$ cat config.mk
export PLATFORM = sky130hd
export DESIGN_NAME = led_sequencer
export DESIGN_NICKNAME = d
export VERILOG_FILES = /design/src/rtl/led_sequencer.sv
export SDC_FILE = /design/constraint.sdc
export NUM_CORES = 1
export LEC_CHECK = 0
export BUFFER_PORTS_ARGS = -buffer_cell sky130_fd_sc_hd__buf_4
export CAP_MARGIN = 30
export CORE_ASPECT_RATIO = 2
export CORE_MARGIN = 5
export CORE_UTILIZATION = 30
export CTS_CLUSTER_SIZE = 8
export DETAILED_ROUTE_END_ITERATION = 10
export PLACE_DENSITY = 0.49
export REMOVE_ABC_BUFFERS = 1
export SETUP_SLACK_MARGIN = 0.02
export SYNTH_ARGS = -nofsm -noshare
export SYNTH_HDL_FRONTEND = slang
export SYNTH_SLANG_ARGS = --single-unit
$ cat constraint.sdc
create_clock -name clk -period 2.3 [get_ports clk]
set_input_delay 0.46 -clock clk [delete_from_list [all_inputs] [get_ports clk]]
set_output_delay 0.46 -clock clk [all_outputs]
set_load 0.01 [all_outputs]
$ cat src/rtl/led_sequencer.sv
// led_sequencer: autonomous 8-LED pattern generator (static / blink / scan)
// gated by a 15-cycle PWM brightness stage, configured over a valid/ready port.
module led_sequencer #(
    parameter int TICK_DIV = 1000
) (
    input  logic       clk,
    input  logic       rst_n,
    input  logic       cfg_valid,
    output logic       cfg_ready,
    input  logic [1:0] cfg_mode,
    input  logic [7:0] cfg_pattern,
    input  logic [3:0] cfg_rate,
    input  logic [3:0] cfg_duty,
    output logic [7:0] led,
    output logic       step
);

    // state  | meaning
    // S_IDLE | nothing running, LEDs dark, config accepted
    // S_LOAD | single cycle: timers restart, shadow config becomes the frame
    // S_RUN  | frame steps every (rate+1) base ticks, config accepted (aborts)
    typedef enum logic [1:0] {
        S_IDLE = 2'd0,
        S_LOAD = 2'd1,
        S_RUN  = 2'd2
    } state_t;

    localparam logic [1:0] MODE_OFF   = 2'd0;
    localparam logic [1:0] MODE_BLINK = 2'd2;
    localparam logic [1:0] MODE_SCAN  = 2'd3;

    localparam int            TW        = $clog2(TICK_DIV);
    localparam logic [TW-1:0] TICK_LAST = TW'(TICK_DIV - 1);

    state_t        r_state;
    logic [1:0]    r_mode;
    logic [7:0]    r_pattern;
    logic [3:0]    r_rate;
    logic [3:0]    r_duty;
    logic [7:0]    r_frame;
    logic [7:0]    r_led;
    logic          r_step;
    logic [TW-1:0] r_tick_cnt;
    logic [3:0]    r_rate_cnt;
    logic [3:0]    r_pwm_cnt;

    logic          w_accept;
    logic          w_tick_wrap;
    logic          w_step_evt;
    logic          w_pwm_on;
    logic [7:0]    w_pwm_mask;
    logic [7:0]    w_frame_step;

    assign cfg_ready   = (r_state != S_LOAD);
    assign w_accept    = cfg_valid && cfg_ready;
    assign w_tick_wrap = (r_tick_cnt == TICK_LAST);
    assign w_step_evt  = (r_state == S_RUN) && w_tick_wrap && (r_rate_cnt == r_rate);
    assign w_pwm_on    = (r_duty == 4'd15) || (r_pwm_cnt < r_duty);
    assign w_pwm_mask  = {8{w_pwm_on}};

    // XOR with the captured pattern alternates pattern / 0 for any pattern value
    always_comb begin
        w_frame_step = r_frame;
        case (r_mode)
            MODE_BLINK: w_frame_step = r_frame ^ r_pattern;
            MODE_SCAN:  w_frame_step = {r_frame[6:0], r_frame[7]};
            default:    w_frame_step = r_frame;
        endcase
    end

    always_ff @(posedge clk or negedge rst_n) begin
        if (!rst_n) begin
            r_tick_cnt <= '0;
            r_rate_cnt <= '0;
            r_pwm_cnt  <= '0;
        end else begin
            r_pwm_cnt <= (r_pwm_cnt == 4'd14) ? 4'd0 : r_pwm_cnt + 4'd1;
            if (r_state == S_LOAD) begin
                r_tick_cnt <= '0;
                r_rate_cnt <= '0;
                r_pwm_cnt  <= '0;
            end else if (w_tick_wrap) begin
                r_tick_cnt <= '0;
                r_rate_cnt <= (r_rate_cnt >= r_rate) ? 4'd0 : r_rate_cnt + 4'd1;
            end else begin
                r_tick_cnt <= r_tick_cnt + 1'b1;
            end
        end
    end

    always_ff @(posedge clk or negedge rst_n) begin
        if (!rst_n) begin
            r_state   <= S_IDLE;
            r_mode    <= MODE_OFF;
            r_pattern <= '0;
            r_rate    <= '0;
            r_duty    <= '0;
            r_frame   <= '0;
            r_led     <= '0;
            r_step    <= 1'b0;
        end else begin
            r_step <= 1'b0;
            if (w_accept) begin
                r_mode    <= cfg_mode;
                r_pattern <= cfg_pattern;
                r_rate    <= cfg_rate;
                r_duty    <= cfg_duty;
            end
            case (r_state)
                S_IDLE: begin
                    r_led <= '0;
                    if (w_accept) r_state <= S_LOAD;
                end
                S_LOAD: begin
                    if (r_mode == MODE_OFF) begin
                        r_state <= S_IDLE;
                        r_frame <= '0;
                        r_led   <= '0;
                    end else begin
                        r_state <= S_RUN;
                        r_frame <= r_pattern;
                        r_led   <= r_pattern & w_pwm_mask;
                    end
                end
                S_RUN: begin
                    // an accept beats a coincident step: old frame held through LOAD
                    if (w_accept) begin
                        r_state <= S_LOAD;
                        r_led   <= r_frame & w_pwm_mask;
                    end else if (w_step_evt) begin
                        r_frame <= w_frame_step;
                        r_led   <= w_frame_step & w_pwm_mask;
                        r_step  <= 1'b1;
                    end else begin
                        r_led <= r_frame & w_pwm_mask;
                    end
                end
                default: begin
                    r_state <= S_IDLE;
                    r_led   <= '0;
                end
            endcase
        end
    end

    assign led  = r_led;
    assign step = r_step;

endmodule

==> metrics.md, run 1 <==
| Metric | Value |
|---|---|
| GPL Wtd Cong | `0.825` |
| TritonRoute pass-1 iters | `4` |
| Worst Path Required | `2510 ps` |
| Routed len/inst | `between 15 and 20 µm` |
| WP buf/inv | `0` |
| Most frequent cells in the layout | `dfrtp_1 (55), buf_4 (40), nand2_1 (34)` |
| Count of final hold-check violations | `0` |
| Switching Fraction | `around 39%` |
| Comb pwr share | `39.7%` |
| CP max stage delay | `500 ps` |
| Register area share after synthesis | `48.5%` |
| Pleak | `1.50 nW` |
| Share of layout cells above drive strength 1 | `about a fifth` |
| Die height | `between 100 and 150 µm` |
| Setup CP Type | `register to register` |
| Critical path's slowest cell | `and3_1` |
| Total track usage | `between 10% and 20%` |
| Largest family of logic cells by synthesized area | `simple AND/OR/NAND/NOR gates` |
| Flop pwr share | `about two fifths` |
| Util after Layout | `between 30% and 40%` |
| Vias per cell | `about 5.3` |
| # setup viols final | `0` |
| Async SR Flop Fraction | `100%` |
| Post-CTS Hold Fix Bufs | `0` |
| # Max-Cap Violations | `0` |
| TritonCTS clock tree | `built` |
| Yosys warnings | `0` |
| DP Area | `roughly 3200 µm²` |
| Worst Max-Slew Pin Slew | `between 700 and 800 ps` |
| Final net count | `about 360` |
| Routed wire length | `between 6 and 7 mm` |
| Area of the mapped netlist | `between 2000 and 3000 µm²` |
| Post-synthesis adder-cell area fraction | `6.62%` |
| Vias in the first global route | `2266` |
| Simple-Gate Fraction of Synth Area | `between 10% and 20%` |
| Critical Path Source Type | `register` |
| Pins Over Slew Limit | `0` |
| Area of the core | `9320 µm²` |
| Synth cell types | `between 40 and 50` |
| Cts bufs inserted | `5` |
| Antenna cells | `0` |
| Vias | `approximately 2200` |
| Min-Delay Path Class | `input pin to asynchronous set/reset pin` |
| Gate Count Post-Synth | `286` |
| RSZ-0062 raised after global routing | `false` |
| Post-route cell area | `between 3000 and 4000 µm²` |
| Slew HR | `between 50% and 60%` |
| Layout area overhead | `18.7%` |
| H-tree levels | `2` |
| I/O Buffers | `30` |
| Max FO, Critical Path | `9` |
| DR iter-0 viols | `124` |
| Dpl hpwl | `roughly 4.8 mm` |
| Largest net degree at the start of global routing | `56` |
| Post-CTS Setup Inserts | `0` |
| Fin Hold WS | `approximately 210 ps` |
| Resized Gates After CTS | `0` |
| Compound-gate portion of the synthesized area | `around 16%` |
| Root Buffer | `clkbuf_16` |
| Mux contribution to synthesized area | `under 10%` |
| Initial antenna violation count | `0` |
| Post-route ant nets | `0` |
| Xor/xnor share of the synthesized area | `under 10%` |
| Clock power share | `between 20% and 30%` |
| Critical Path End Type | `register` |
| Max Clock Freq | `around 490 MHz` |
| I/O pin total | `31` |
| Worst-path clk slew | `70 ps` |
| Internal power | `between 2 and 3 mW` |
| Core Rows | `50` |
| Crit path DAT | `around 2300 ps` |
| Post-synth EDFFs | `0` |
| Flop2flop setup slack | `about 260 ps` |
| Most common cell after layout, fill and taps aside | `dfrtp_1` |
| Crit-path cells | `or3b_4, nor3_2, and3_1, a22oi_1, a21oi_1` |
| First-pass GRT wire length | `between 10 and 15 mm` |
| Longest Clk Path Bufs | `2` |
| GRT overflow | `0` |
| Cell family with most CP delay | `simple AND/OR/NAND/NOR gates` |
| Reg2Reg Depth | `5` |
| Final Cycle Share | `88.7%` |
| Status | `finished clean` |
| End of the worst register-to-register path | `led[4]` |
| Clk Latency, worst-skew pair | `300 ps` |
| VDD IR max | `~440 µV` |
| Setup WS post-layout | `about 260 ps` |
| Post-layout min period | `about 2000 ps` |
| Residual DRC | `0` |
| CTS Sinks | `between 50 and 60` |
| Switching power | `1.61 mW` |
| Initial Utilization | `30.4%` |
| Power Dens Cells | `roughly 1200 nW/µm²` |
| Die area | `11600 µm²` |
| Pre-CTS setup slack | `~250 ps` |
| Die W | `a little under 80 µm` |
| Layout Skew | `between 8 and 9 ps` |
| Worst reg2reg path startpoint | `r_tick_cnt[4]` |
| Most used flip-flop cell after synthesis | `dfrtp_1` |
| Mean Syn Cell Area | `around 9.9 µm²` |
| Yosys reg bits | `between 50 and 60` |
area by class of cell:
type / count / area (µm²)
Clock buffer: 5 / 125
Tap cell: 104 / 130
Clock inverter: 2 / 37.5
Multi-Input combinational cell: 206 / 1340
Sequential cell: 55 / 1380
Timing Repair Buffer: 40 / 300
Fill cell: 933 / 5960
Inverter: 14 / 52.6
kinds of logic after synthesis:
family,count (synthesis)
DFF,55
AOI/OAI and AO/OA,74
adders and majority gates,15
xor gates and xnor gates,8
muxes,11
buffers and inverters,25
and+or+nand+nor,98
cell usage after synthesis, drive strengths merged, types with 3 or more instances:
library cell / instances / area, µm²
dfrtp: 55 / 1380
nand2: 34 / 128
o21ai: 28 / 140
nor2: 21 / 78.8
a21oi: 18 / 93.8
a22oi: 16 / 120
ha: 15 / 188
inv: 14 / 52.6
mux2: 11 / 124
nand3: 9 / 45.0
a221o: 7 / 70.1
nor3b: 7 / 57.6
clkbuf: 6 / 32.5
and3: 5 / 33.8
buf: 5 / 32.5
xnor2: 5 / 43.8
nor3: 4 / 25.0
nand2b: 3 / 18.8
nand4: 3 / 18.8
xor2: 3 / 26.3
how the worst max path moves through the flow:
| stage | startpoint | to | slack [ps] | cells past startpoint |
|---|---|---|---|---|
| 3_3_place_gp | r_tick_cnt[4] | led[7] | 240 | 5 |
| 4_1_cts | r_tick_cnt[4] | led[4] | 230 | 5 |
| 5_1_grt | r_rate_cnt[0] | led[6] | 110 | 8 |
| 6_report | r_tick_cnt[4] | led[4] | 260 | 5 |
| 2_1_floorplan | r_state[0] | led[0] | -250 | 6 |
| 3_5_place_dp | r_tick_cnt[4] | led[4] | 250 | 5 |
routing by layer:
| metal | global-route usage (%) | vias up | share of wire [%] |
|---|---|---|---|
| met5 | 0 | - | 0 |
| met4 | 5.87 | 0 | 2.4 |
| met3 | 1.65 | 8 | 3.6 |
| met2 | 23.0 | 52 | 54 |
| met1 | 14.3 | 1101 | 40 |
| li1 | - | 1084 | - |
power by group through the flow:
stage / sequential (mW) / clock, mW / combinational (mW)
global placement: 1.66 / 0 / 1.63
detailed placement: 1.67 / 0 / 1.67
floorplan: 1.58 / 0 / 1.08
finish: 1.65 / 0.863 / 1.66
CTS: 1.65 / 0.893 / 1.68
global route: 1.71 / 0.919 / 1.87
metrics by stage:
step                cells  power [mW]  TNS [ps]
finish                426        4.17         0
global route          426        4.49         0
CTS                   426        4.22         0
detailed placement    419        3.34         0
global placement      418        3.29         0
floorplan             275        2.66     -1960
flip-flops by register name, summed over array words and instances (netlist names):
register	cells
r_mode	2
r_duty	4
r_state	2
r_frame	8
r_rate	4
r_rate_cnt	4
r_pattern	8
r_pwm_cnt	4
led	8
step	1
r_tick_cnt	10
No activity file was read; power rests on OpenSTA's default activity.
==> run 2: changes to the inputs <==
--- a/config.mk
+++ b/config.mk
@@ -5,14 +5,15 @@
 export SDC_FILE = /design/constraint.sdc
 export NUM_CORES = 1
 export LEC_CHECK = 0
+export ABC_CLOCK_PERIOD_IN_PS = 2300
 export BUFFER_PORTS_ARGS = -buffer_cell sky130_fd_sc_hd__buf_4
 export CAP_MARGIN = 30
 export CORE_ASPECT_RATIO = 2
 export CORE_MARGIN = 5
-export CORE_UTILIZATION = 30
+export CORE_UTILIZATION = 50
 export CTS_CLUSTER_SIZE = 8
 export DETAILED_ROUTE_END_ITERATION = 10
-export PLACE_DENSITY = 0.49
+export PLACE_DENSITY = 0.73
 export REMOVE_ABC_BUFFERS = 1
 export SETUP_SLACK_MARGIN = 0.02
 export SYNTH_ARGS = -nofsm -noshare
==> run 2 against run 1 <==
Compared with the run above:
- final cell count decreased by 11%
- final area decreased by 4.6%
- combinational power decreased by 5%
- global-route usage increased by 5.4 points
- critical path depth increased by 1
- largest cell class unchanged
==> metrics.md, run 2 (synthesis results as in run 1) <==
| Metric | Value |
|---|---|
| Max Clock Freq | `474 MHz` |
| CP max stage delay | `roughly 780 ps` |
| Util after Layout | `between 50% and 60%` |
| Largest net degree at the start of global routing | `56` |
| Vias per cell | `between 5 and 6` |
| TritonCTS clock tree | `built` |
| WP buf/inv | `1` |
| Share of layout cells above drive strength 1 | `approximately a fifth` |
| Max FO, Critical Path | `16` |
| Initial Utilization | `~52%` |
| Most frequent cells in the layout | `dfrtp_1 (55), buf_4 (35), nand2_1 (34)` |
| DR iter-0 viols | `about 110` |
| Die area | `7370 µm²` |
| GRT overflow | `0` |
| Final net count | `between 300 and 400` |
| Worst-path clk slew | `approximately 100 ps` |
| # setup viols final | `0` |
| Crit-path cells | `inv_1, ha_1, nand4_1, nor4_1, o21ai_1, o21ai_1` |
| Longest Clk Path Bufs | `2` |
| Status | `finished clean` |
| Critical path's slowest cell | `o21ai_1` |
| Most frequent CP cell | `o21ai_1` |
| Worst Max-Slew Pin Slew | `roughly 1000 ps` |
| Count of final hold-check violations | `0` |
| Multi-input gate area | `1350 µm²` |
| Design Power | `roughly 3.8 mW` |
| Initial antenna violation count | `0` |
| Area of the core | `5470 µm²` |
| Vias | `roughly 2200` |
| Register area | `between 1000 and 1500 µm²` |
| Die height | `~120 µm` |
| VDD IR max | `between 800 and 900 µV` |
| Total track usage | `18.1%` |
| Pins Over Slew Limit | `0` |
| Final Cycle Share | `roughly nine tenths` |
| Critical Path End Type | `register` |
| Die W | `about 63 µm` |
| TritonRoute pass-1 iters | `4` |
| Filler instances | `474` |
| Min-Delay Path Class | `input pin to asynchronous set/reset pin` |
| Clk Latency, worst-skew pair | `between 300 and 400 ps` |
| Critical Path Source Type | `register` |
| Power Dens Cells | `1180 nW/µm²` |
| Setup_tns | `0 ps` |
| GPL Wtd Cong | `0.829` |
| Vias in the first global route | `roughly 2200` |
| Post-route ant nets | `0` |
| Dpl hpwl | `4.21 mm` |
| I/O pin total | `31` |
| Routed len/inst | `16.1 µm` |
| Core Rows | `38` |
| Pleak | `between 1 and 1.5 nW` |
| Largest Register | `r_tick_cnt` |
| Residual DRC | `0` |
| Reg2Reg Depth | `6` |
| CTS Sinks | `between 50 and 60` |
| Routed wire length | `6.07 mm` |
| Worst Path Required | `approximately 2500 ps` |
| Cts bufs inserted | `5` |
| Post-CTS Setup Inserts | `0` |
| H-tree levels | `2` |
| Fin Hold WS | `between 150 and 200 ps` |
| Layout Skew | `between 7 and 8 ps` |
| Cell family with most CP delay | `compound AO/OA/AOI/OAI gates` |
| Layout area overhead | `13.2%` |
| Most common cell after layout, fill and taps aside | `dfrtp_1` |
| Setup CP Type | `register to register` |
| RSZ-0062 raised after global routing | `false` |
| Largest register FFs | `10` |
| Critical path depth | `6` |
| Crit path DAT | `roughly 2300 ps` |
| Root Buffer | `clkbuf_8` |
| I/O Buffers | `30` |
| # Max-Cap Violations | `0` |
| Antenna cells | `0` |
| First-pass GRT wire length | `about 10 mm` |
| Slew HR | `around a third` |
| Post-layout min period | `around 2100 ps` |
-- run 2: changes by cell type in the layout (fill, tap and decap cells not counted), sizes merged --
cell      previous run  this run
inv                 14        15
bufinv               1         0
clkinvlp             1         2
buf                 40        35
-- run 2: cell type report --
cell class,instances,share of cell area (%)
sequential,55,42.9
multi-input combinational,206,42.1
timing repair buffer,35,8.19
tap,60,2.34
clock buffer,5,2.14
inverter,14,1.64
clock inverter,3,0.741
-- run 2: metal layers --
metal | part of all wire [%] | wire length (µm) | GRT usage, % | vias to the layer above
li1 | - | - | - | 1078
met1 | 40 | 2440 | 19.9 | 1091
met2 | 54 | 3280 | 33.2 | 41
met3 | 3.8 | 229 | 3.75 | 9
met4 | 2.0 | 122 | 7.91 | 0
met5 | 0 | 0 | 0 | -
-- run 2: where the power goes --
| part | internal (mW) | leakage (nW) | switching [mW] |
|---|---|---|---|
| clock | 0.218 | 0.0408 | 0.336 |
| sequential | 1.29 | 0.710 | 0.355 |
| combinational | 0.719 | 0.692 | 0.854 |
| total | 2.23 | 1.44 | 1.54 |
-- run 2: what timing repair did --
item	CTS	global route
resized for setup	0	2
endpoints found under the setup margin	0	5
hold buffers	0	0
-- run 2: worst paths after layout --
check,startpoint,slack (ps),to
worst max-delay path,r_rate_cnt[0],190,r_frame[1]
worst min-delay path,rst_n,170,r_rate[1]
worst max register to register,r_rate_cnt[0],190,r_frame[1]
worst min register to register,r_tick_cnt[0],500,r_tick_cnt[0]
max in group asynchronous,rst_n,1660,r_frame[2]
min in group clk,cfg_duty[3],350,r_duty[3]
-- run 2: stage by stage --
stage          std cells  instance area (µm²)  worst slack (ps)
2_1_floorplan        275                 2770              -245
3_3_place_gp         370                 3110               293
3_5_place_dp         370                 3110               208
4_1_cts              378                 3200               102
5_1_grt              378                 3210              37.0
6_report             378                 3210               190
